<file path="config.mk">
export PLATFORM = sky130hd
export DESIGN_NAME = spi_master
export DESIGN_NICKNAME = d
export VERILOG_FILES = /design/src/rtl/spi_master_pkg.sv /design/src/rtl/spi_master_clk_gen.sv /design/src/rtl/spi_master.sv
export SDC_FILE = /design/constraint.sdc
export NUM_CORES = 1
export LEC_CHECK = 0
export BUFFER_PORTS_ARGS = -buffer_cell sky130_fd_sc_hd__buf_4
export CAP_MARGIN = 15
export CORE_MARGIN = 5
export CORE_UTILIZATION = 55
export CTS_CLUSTER_SIZE = 8
export DETAILED_ROUTE_END_ITERATION = 6
export PLACE_DENSITY = 0.78
export SKIP_LAST_GASP = 1
export SYNTH_ARGS = -nofsm -noshare
export SYNTH_HDL_FRONTEND = slang
export SYNTH_HIERARCHICAL = 1
export SYNTH_SLANG_ARGS = --single-unit
</file>
<file path="constraint.sdc">
create_clock -name clk_50m -period 2.6 [get_ports clk_50m]
set_clock_uncertainty 0.2 [all_clocks]
set_input_delay 0.13 -clock clk_50m [delete_from_list [all_inputs] [get_ports clk_50m]]
set_output_delay 0.13 -clock clk_50m [all_outputs]
set_load 0.02 [all_outputs]
</file>
<file path="src/rtl/spi_master_pkg.sv">
// Shared definitions for the SPI master.
//   spi_state_e : transfer FSM states
//   MODE_CPOL / MODE_CPHA : bit positions inside the 2-bit {CPOL,CPHA} mode word
package spi_master_pkg;

  typedef enum logic [2:0] {
    ST_IDLE,
    ST_SETUP,
    ST_XFER,
    ST_HOLD,
    ST_DONE
  } spi_state_e;

  localparam int MODE_CPOL = 1;
  localparam int MODE_CPHA = 0;

endpackage

</file>
<file path="src/rtl/spi_master_clk_gen.sv">
// SCK timing generator for the SPI master.
// Ports:
//   clk_50m, rst_n : system clock, synchronous active-low reset
//   i_run          : high in SETUP/XFER/HOLD; counters are cleared otherwise
//   i_edge_en      : high in SETUP/XFER, enables SCK edge strobes
//   o_tick         : last cycle of the current half-period
//   o_lead_stb     : SCK leading (odd-numbered) edge happens at this clock edge
//   o_trail_stb    : SCK trailing (even-numbered) edge happens at this clock edge
//   o_last_edge    : the pending edge is edge 2*DATA_W
module spi_clk_gen #(
  parameter int DATA_W  = 8,
  parameter int CLK_DIV = 4
) (
  input  logic clk_50m,
  input  logic rst_n,
  input  logic i_run,
  input  logic i_edge_en,
  output logic o_tick,
  output logic o_lead_stb,
  output logic o_trail_stb,
  output logic o_last_edge
);

  localparam int CNT_W  = $clog2(CLK_DIV);
  localparam int EDGE_W = $clog2(2 * DATA_W + 1);

  logic [CNT_W-1:0]  r_cnt;
  logic [EDGE_W-1:0] r_edge;   // number of SCK edges already emitted
  logic              w_edge_stb;

  always_ff @(posedge clk_50m) begin
    if (!rst_n || !i_run) begin
      r_cnt  <= '0;
      r_edge <= '0;
    end else begin
      if (o_tick) r_cnt <= '0;
      else        r_cnt <= r_cnt + 1'b1;
      if (w_edge_stb) r_edge <= r_edge + 1'b1;
    end
  end

  assign o_tick      = i_run && (r_cnt == CNT_W'(CLK_DIV - 1));
  assign w_edge_stb  = o_tick && i_edge_en;
  // The pending edge number is r_edge+1, so an even count means an odd (leading) edge.
  assign o_lead_stb  = w_edge_stb && !r_edge[0];
  assign o_trail_stb = w_edge_stb &&  r_edge[0];
  assign o_last_edge = (r_edge == EDGE_W'(2 * DATA_W - 1));

endmodule

</file>
<file path="src/rtl/spi_master.sv">
// Parametrised SPI master: configurable width, divider, CPOL/CPHA per transfer,
// MISO capture and NUM_CS active-low chip selects. All outputs registered.
// Ports:
//   clk_50m, rst_n         : system clock, synchronous active-low reset
//   spi_start              : transfer request, accepted when spi_busy=0
//   spi_data/mode/cs_sel   : TX word, {CPOL,CPHA}, slave select; latched on accept
//   spi_busy, spi_done     : busy level, one-cycle end-of-transfer pulse
//   spi_rdata              : received word, updated with spi_done
//   sck, cs_n, mosi, miso  : SPI bus
module spi_master
  import spi_master_pkg::*;
#(
  parameter int  DATA_W    = 8,
  parameter int  CLK_DIV   = 4,
  parameter int  NUM_CS    = 1,
  parameter int  MSB_FIRST = 1,
  localparam int SEL_W     = (NUM_CS > 1) ? $clog2(NUM_CS) : 1
) (
  input  logic              clk_50m,
  input  logic              rst_n,
  input  logic              spi_start,
  input  logic [DATA_W-1:0] spi_data,
  input  logic [1:0]        spi_mode,
  input  logic [SEL_W-1:0]  spi_cs_sel,
  output logic              spi_busy,
  output logic              spi_done,
  output logic [DATA_W-1:0] spi_rdata,
  output logic              sck,
  output logic [NUM_CS-1:0] cs_n,
  output logic              mosi,
  input  logic              miso
);

  spi_state_e        r_state, w_next;
  logic [1:0]        r_mode;
  logic [DATA_W-1:0] r_tx, r_rx, r_rdata;
  logic [NUM_CS-1:0] r_cs_n;
  logic              r_sck, r_mosi, r_done, r_busy;
  logic              w_accept, w_run, w_edge_en;
  logic              w_tick, w_lead, w_trail, w_last_edge;
  logic              w_shift_stb, w_sample_stb;

  function automatic logic tx_bit(input logic [DATA_W-1:0] w);
    return (MSB_FIRST != 0) ? w[DATA_W-1] : w[0];
  endfunction

  function automatic logic [DATA_W-1:0] tx_shift(input logic [DATA_W-1:0] w);
    return (MSB_FIRST != 0) ? {w[DATA_W-2:0], 1'b0} : {1'b0, w[DATA_W-1:1]};
  endfunction

  function automatic logic [DATA_W-1:0] rx_shift(input logic [DATA_W-1:0] w, input logic b);
    return (MSB_FIRST != 0) ? {w[DATA_W-2:0], b} : {b, w[DATA_W-1:1]};
  endfunction

  // An out-of-range select matches no line, so every cs_n stays high.
  function automatic logic [NUM_CS-1:0] cs_decode(input logic [SEL_W-1:0] sel);
    logic [NUM_CS-1:0] v;
    v = '1;
    for (int i = 0; i < NUM_CS; i++)
      if (SEL_W'(i) == sel) v[i] = 1'b0;
    return v;
  endfunction

  assign w_accept  = spi_start && !r_busy;
  assign w_run     = (r_state == ST_SETUP) || (r_state == ST_XFER) || (r_state == ST_HOLD);
  assign w_edge_en = (r_state == ST_SETUP) || (r_state == ST_XFER);

  spi_clk_gen #(
    .DATA_W  (DATA_W),
    .CLK_DIV (CLK_DIV)
  ) u_clk_gen (
    .clk_50m     (clk_50m),
    .rst_n       (rst_n),
    .i_run       (w_run),
    .i_edge_en   (w_edge_en),
    .o_tick      (w_tick),
    .o_lead_stb  (w_lead),
    .o_trail_stb (w_trail),
    .o_last_edge (w_last_edge)
  );

  // CPHA=0 preloads the first bit at accept, so the final trailing edge must not shift.
  assign w_shift_stb  = r_mode[MODE_CPHA] ? w_lead  : (w_trail && !w_last_edge);
  assign w_sample_stb = r_mode[MODE_CPHA] ? w_trail : w_lead;

  always_ff @(posedge clk_50m) begin
    if (!rst_n) r_state <= ST_IDLE;
    else        r_state <= w_next;
  end

  always_comb begin
    w_next = r_state;
    unique case (r_state)
      ST_IDLE:  if (w_accept) w_next = ST_SETUP;
      ST_SETUP: if (w_tick) w_next = ST_XFER;
      ST_XFER:  if ((w_lead || w_trail) && w_last_edge) w_next = ST_HOLD;
      ST_HOLD:  if (w_tick) w_next = ST_DONE;
      ST_DONE:  w_next = ST_IDLE;
      default:  w_next = ST_IDLE;
    endcase
  end

  // Control and bus outputs
  always_ff @(posedge clk_50m) begin
    if (!rst_n) begin
      r_mode  <= 2'b00;
      r_sck   <= 1'b0;
      r_cs_n  <= '1;
      r_mosi  <= 1'b0;
      r_done  <= 1'b0;
      r_busy  <= 1'b0;
      r_rdata <= '0;
    end else begin
      r_busy <= (w_next != ST_IDLE);
      r_done <= (r_state == ST_HOLD) && w_tick;
      if (w_accept) begin
        r_mode <= spi_mode;
        r_sck  <= spi_mode[MODE_CPOL];
        r_cs_n <= cs_decode(spi_cs_sel);
        r_mosi <= spi_mode[MODE_CPHA] ? 1'b0 : tx_bit(spi_data);
      end else begin
        if (w_lead || w_trail) r_sck <= ~r_sck;
        if (w_shift_stb) r_mosi <= tx_bit(r_tx);
        if ((r_state == ST_HOLD) && w_tick) begin
          r_cs_n  <= '1;
          r_rdata <= r_rx;
          r_sck   <= r_mode[MODE_CPOL];
        end
        if (r_state == ST_DONE) r_mosi <= 1'b0;
      end
    end
  end

  // Shift registers (data only, no reset)
  always_ff @(posedge clk_50m) begin
    if (w_accept) begin
      r_tx <= spi_mode[MODE_CPHA] ? spi_data : tx_shift(spi_data);
    end else begin
      if (w_shift_stb)  r_tx <= tx_shift(r_tx);
      if (w_sample_stb) r_rx <= rx_shift(r_rx, miso);
    end
  end

  assign spi_busy  = r_busy;
  assign spi_done  = r_done;
  assign spi_rdata = r_rdata;
  assign sck       = r_sck;
  assign cs_n      = r_cs_n;
  assign mosi      = r_mosi;

endmodule
</file>
## Yosys cells after proc, flatten, opt, wreduce, memory -nomap -nowiden

Cells that the tools add are included.

| word-level totals | value |
|---|---|
| flip-flop bits (word level) | 41 |
| output and inout bits | 13 |
| logic and storage cells | 68 |
| bits of input ports | 15 |

| cells by class | value |
|---|---|
| bitwise gates (word level) | 2 |
| add/sub/neg operators | 2 |
| eq/ne operators | 6 |
| mux-type cells | 20 |
| reductions and logical operators | 26 |

Operators with widths:

| kind | count |
|---|---|
| 8-bit 2-to-1 mux | 3 |
| 1-bit 2-to-1 mux | 12 |
| 3-bit 2-to-1 mux | 4 |
| 3-bit one-hot mux with 4 select lines | 1 |
| 3-bit nonzero test | 3 |
| 1-bit logical AND | 8 |
| 3-bit by 2-bit == test with 1-bit output, second input constant | 2 |
| 5-bit by 1-bit adder with 5-bit output, second input constant | 1 |
| 5-bit by 4-bit == test with 1-bit output, second input constant | 1 |
| 1-bit logical NOT | 5 |
| 1-bit logical OR | 4 |
| 2-bit AND reduction | 2 |
| 2-bit nonzero test | 2 |
| 3-bit by 1-bit == test with 1-bit output, second input constant | 1 |
| 3-bit == test, second input constant | 1 |
| 3-bit logical NOT | 1 |
| 2-bit by 1-bit adder with 2-bit output, second input constant | 1 |
| 2-bit == test, second input constant | 1 |
| 1-bit NOT | 2 |
| 2-bit OR reduction | 1 |

## Longest topological paths before layout

| depth | value |
|---|---|
| depth after elaboration | 11 |
| mapped depth | 8 |
| gate-level depth less buffers | 8 |

## By module

The synthesis kept the hierarchy.

Modules (own cells, without submodules):

| module | times used | sequential area each (um^2) | area an instance (um^2) | cells each |
|---|---|---|---|---|
| spi_master | 1 | 840.8 | 1,457.6 | 132 |
| spi_clk_gen | 1 | 140.1 | 316.6 | 35 |

## Worst setup path after synthesis

Ideal clock, no wire load.

| path | value |
|---|---|
| path type | register to register |
| from | reg r_state[0] |
| to | reg r_rx[0] (enable) |
| period minus slack after synthesis | 2.187 ns |
| path slack | 0.413 ns |
| required time | 2.030 ns |
| cell stages (with the launch flop) | 7 |
| buffers on the path | 0 |
| data arrival time | 1.616 ns |
| setup time | 0.370 ns |
| cell sequence | dfxtp_1 -> xnor2_1 -> nor2_1 -> nand2_1 -> nor3b_1 -> mux2i_1 -> nor2_1 |

| between the ends | value |
|---|---|
| longest elaborated chain between the ends | 8 |
| elaborated cells between the ends (all ways) | 11 |
| classes of those cells | 3 x eq/ne; 1 x mux; 7 x reduce/logical |

Ends and longest elaborated chain:

| item | line | text |
|---|---|---|
| start: declaration | spi_master.sv:34 | `spi_state_e r_state, w_next;` |
| start signal: assignment | spi_master.sv:88 | `else r_state <= w_next;` |
| 3-bit by 1-bit == test with 1-bit output or 3-bit by 2-bit == test with 1-bit output (tied branches) | spi_master.sv:66 | `assign w_edge_en = (r_state == ST_SETUP) \|\| (r_state == ST_XFER);` |
| 1-bit logical OR (*) | spi_master.sv:66 |  |
| via w_edge_en | spi_master.sv:39 | `logic w_accept, w_run, w_edge_en;` |
| 1-bit logical OR | spi_master.sv:65 | `assign w_run = (r_state == ST_SETUP) \|\| (r_state == ST_XFER) \|\| (r_state == ST_HOLD);` |
| 1-bit logical AND | spi_master_clk_gen.sv:42 | `assign o_tick = i_run && (r_cnt == CNT_W'(CLK_DIV - 1));` |
| 1-bit logical AND (*) | spi_master_clk_gen.sv:43 | `assign w_edge_stb = o_tick && i_edge_en;` |
| 1-bit logical AND (*) | spi_master_clk_gen.sv:45 | `assign o_lead_stb = w_edge_stb && !r_edge[0];` |
| via w_lead | spi_master.sv:40 | `logic w_tick, w_lead, w_trail, w_last_edge;` |
| 1-bit 2-to-1 mux (*) | spi_master.sv:84 | `assign w_sample_stb = r_mode[MODE_CPHA] ? w_trail : w_lead;` |
| 2-bit AND reduction (no line) (*) | n/a |  |
| end signal: assignment | spi_master.sv:140 | `if (w_sample_stb) r_rx <= rx_shift(r_rx, miso);` |
| end: declaration | spi_master.sv:36 | `logic [DATA_W-1:0] r_tx, r_rx, r_rdata;` |

Mark *: on every way through the listed nets, which the timed path passes. The rest lies on a longest branch.
A chain may end at the register's enable or synchronous reset.

## Worst setup path in the final report

| path | value |
|---|---|
| from | reg r_state[0] |
| to | reg r_mosi (netlist: mosi) |

| between the ends | value |
|---|---|
| elaborated cells between the ends (all ways) | 15 |
| classes of those cells | 4 x eq/ne; 3 x mux; 8 x reduce/logical |

RTL lines:

| item | line | text |
|---|---|---|
| 3-bit by 1-bit == test with 1-bit output or 3-bit by 2-bit == test with 1-bit output (tied branches) | spi_master.sv:66 |  |
| 1-bit logical OR (*) | spi_master.sv:66 |  |
| via w_edge_en | spi_master.sv:39 |  |
| 1-bit logical OR | spi_master.sv:65 |  |
| 1-bit logical AND | spi_master_clk_gen.sv:42 |  |
| 1-bit logical AND (*) | spi_master_clk_gen.sv:43 |  |
| 1-bit logical AND (*) | spi_master_clk_gen.sv:45 |  |
| via w_lead | spi_master.sv:40 |  |
| 1-bit 2-to-1 mux (*) | spi_master.sv:83 | `assign w_shift_stb = r_mode[MODE_CPHA] ? w_lead : (w_trail && !w_last_edge);` |
| 3-bit nonzero test (no line) (*) | n/a |  |
| end signal: assignment | spi_master.sv:120 | `r_mosi <= spi_mode[MODE_CPHA] ? 1'b0 : tx_bit(spi_data);` |
| end signal: assignment | spi_master.sv:123 | `if (w_shift_stb) r_mosi <= tx_bit(r_tx);` |
| end: declaration | spi_master.sv:38 | `logic r_sck, r_mosi, r_done, r_busy;` |

Marked as above.

==> metrics.txt <==
RSZ-0062 raised after global routing=false; sequential cell area=980.9 um^2; Seq/Total Area, Yosys=55.29%; share of cells above drive strength 1=23.61%; CTS tree=built; r2r worst-path depth=9; number of global-route vias before repair=1,450; Buffers on Ports=27; antenna-violating nets left=0; HPWL Detailed=2344 um; num ports=28; Final nets=233; Seq pwr share=55.6%; share of power burned in the clock network=33.1%; filler cell count=228; Placer Congestion=0.7353; CP startpoint=r_state[0]; dominant cells by area after synthesis=dfxtp_1 (28%), edfxtp_1 (27%), nand2_1 (7.6%); latest clock arrival within the worst-skew pair=340 ps; Tightest Pin Transition=600.1 ps; HP Start=spi_data[6]; P_sw=271.9 uW; combinational group share of total power=11.4%; required time worst endpoint=2650 ps; # setup viols final=0; period utilization=90.79%; Syn Inst Count=167; # clock sinks=41; RR Startpoint=r_state[0]; Syn Nets=185; Std-Cell Rows=20; CORE AREA=3078 um^2; most frequent cells in the layout=nand2_1 (36), buf_4 (30), dfxtp_1 (25); nature of the critical path endpoint=flip-flop; TritonRoute pass-1 iters=4; die area=4462 um^2; DR DRC count=0; Final Non-Filler Cells=260; WL final=3480 um; Yosys reg bits=41; Routed WL per cell=13.38 um; HP Class=input port to flip-flop; initial antenna violation count=0; ANT cells=0; cell total after placement=235; Synth warnings=6; Die W=66.80 um; CTS HTree Levels=2; Die H=66.80 um; Vias/cell=5.250; Worst-path clk slew=110 ps; Post-Synthesis Cell Area=1774 um^2; Worst IR Drop VDD=543.4 uV; Remaining Overflow, GRT=0; GR Util All Layers=17.71%; Setup TNS Final=0 ps; initial core utilization=57.64%; R2R Path End=mosi; Pleak=0.8943 nW; critical path data arrival time=2410 ps; post-synth top area share=28.21%; Tmin final=2360 ps; dominant cell type by area after synthesis=dfxtp_1; Multi-input gate area=754.5 um^2; kind of critical path=flip-flop to flip-flop; Hold Crit Endpoint=r_tx[7]; Area growth, synth to finish=28.63%; detailed router's first-iteration violation count=45; CTS Buffer Depth=2; CTS root buf=clkbuf_4; Pins Over Slew Limit=0; r2r setup slk=240 ps; Max-Cap Viols=0; Hold Path Depth=3; startpoint types=flip-flop; pin count of the biggest net entering global routing=18; relative slew slack=59.99%; FMAX=423.7 MHz; cell area power density=556.5 nW/um^2; post-synthesis cell type count=38; commonest non-fill, non-tap cell in the layout=nand2_1; Internal Power=998.2 uW; Switching Share=21.41%; clock buffer count from CTS=5; Avg Inst Size Synth=10.62 um^2; via count=1,365; CP max FO=10; Fin. Hold Viols=0; status=completed; first-pass GRT wire length=5989 um
flip-flops by register name, summed over array words and instances (netlist names), 2 cells and up:
register / flops
u_clk_gen/r_cnt: 2
r_tx: 8
spi_rdata: 8
u_clk_gen/r_edge: 5
r_rx: 8
r_state: 3
r_mode: 2
metal layers:
| metal | GRT usage [%] | wire, um |
|---|---|---|
| met5 | 0 | 0 |
| met4 | 7.614 | 43 |
| met3 | 3.710 | 174 |
| met2 | 32.67 | 1748 |
| met1 | 19.27 | 1514 |
metrics by stage:
| stage | utilization [%] | setup slack, ps | power, mW | hold WS [ps] | instance area [um^2] |
|---|---|---|---|---|---|
| after floorplan | - | 413.4 | 0.7916 | 28.87 | 1774 |
| after global placement | 65.53 | 376.3 | 0.8334 | 110.1 | 2017 |
| after detailed placement | 65.53 | 184.3 | 0.8392 | 111.6 | 2017 |
| after CTS | 73.82 | 150.8 | 1.280 | 38.06 | 2272 |
| after global routing | 74.15 | 14.58 | 1.332 | 41.67 | 2282 |
| final | 74.15 | 239.6 | 1.270 | 15.71 | 2282 |
cells by family (layout without fill, tap and decap cells):
logic type	count (synthesis)	after routing	share of synthesized area, %
flip-flops	41	41	55.29
AND/OR/NAND/NOR	69	69	19.18
buffers and inverters	9	58	2.750
multiplexers	8	8	4.514
XOR/XNOR	4	4	1.975
AO/OA/AOI/OAI	33	33	14.18
adder cells (fa/ha/maj)	3	3	2.116
critical path, cell delays in order (launching register included):
cell and delay, ps:
dfxtp_1 460, xnor2_1 100, nor2_1 150, buf_4 160, nand2_1 100, nor3b_1 400, nand2_1 160, o311ai_4 160
nor3b_1 110, a211oi_1 260
final cells by class:
class,instances,area share [%]
Clock buffer,7,2.412
Tap cell,44,2.412
Clock inverter,1,1.316
Inverter,3,0.4934
Sequential cell,41,42.98
Timing Repair Buffer,47,17.32
Multi-Input combinational cell,117,33.06
synthesized netlist by cell type:
library cell	instances
nand2_1	36
dfxtp_1	25
edfxtp_1	16
nor2_1	9
o21ai_0	9
a21boi_2	8
mux2i_1	8
a21oi_1	7
nor3b_1	4
and2_1	3
buf_2	3
ha_1	3
inv_1	3
xor2_1	3
a21boi_0	2
and3_1	2
nand2b_1	2
nand3_1	2
nand4_1	2
nor3_1	2
a211oi_1	1
a22o_1	1
a311oi_1	1
a31oi_1	1
and2_4	1
and4b_4	1
and4bb_2	1
buf_4	1
buf_6	1
clkbuf_1	1
nand2_4	1
nor2b_1	1
o21a_1	1
o221a_1	1
o311ai_2	1
or2_2	1
or3_1	1
xnor2_1	1
worst max path at each step:
stage	endpoint	slack, ps	cells past startpoint
after floorplan	r_rx[0]	410	6
after global placement	mosi	380	8
after detailed placement	mosi	180	8
after CTS	mosi	150	8
after global routing	mosi	10	8
final	mosi	240	9
power by group through the flow:
stage,logic (mW),registers [mW],clock network [mW]
6_report,0.145,0.706,0.420
5_1_grt,0.161,0.708,0.462
4_1_cts,0.143,0.705,0.432
3_5_place_dp,0.119,0.720,0
3_3_place_gp,0.115,0.719,0
2_1_floorplan,0.0668,0.725,0
repair_timing:
action / 4_1_cts / 5_1_grt
buffers inserted: 0 / 0
hold buffers: 17 / 0
resized for setup: 0 / 1
endpoints found under the hold margin: 25 / 0
setup endpoints to repair: 0 / 1
Power figures use the tool's default switching activity.
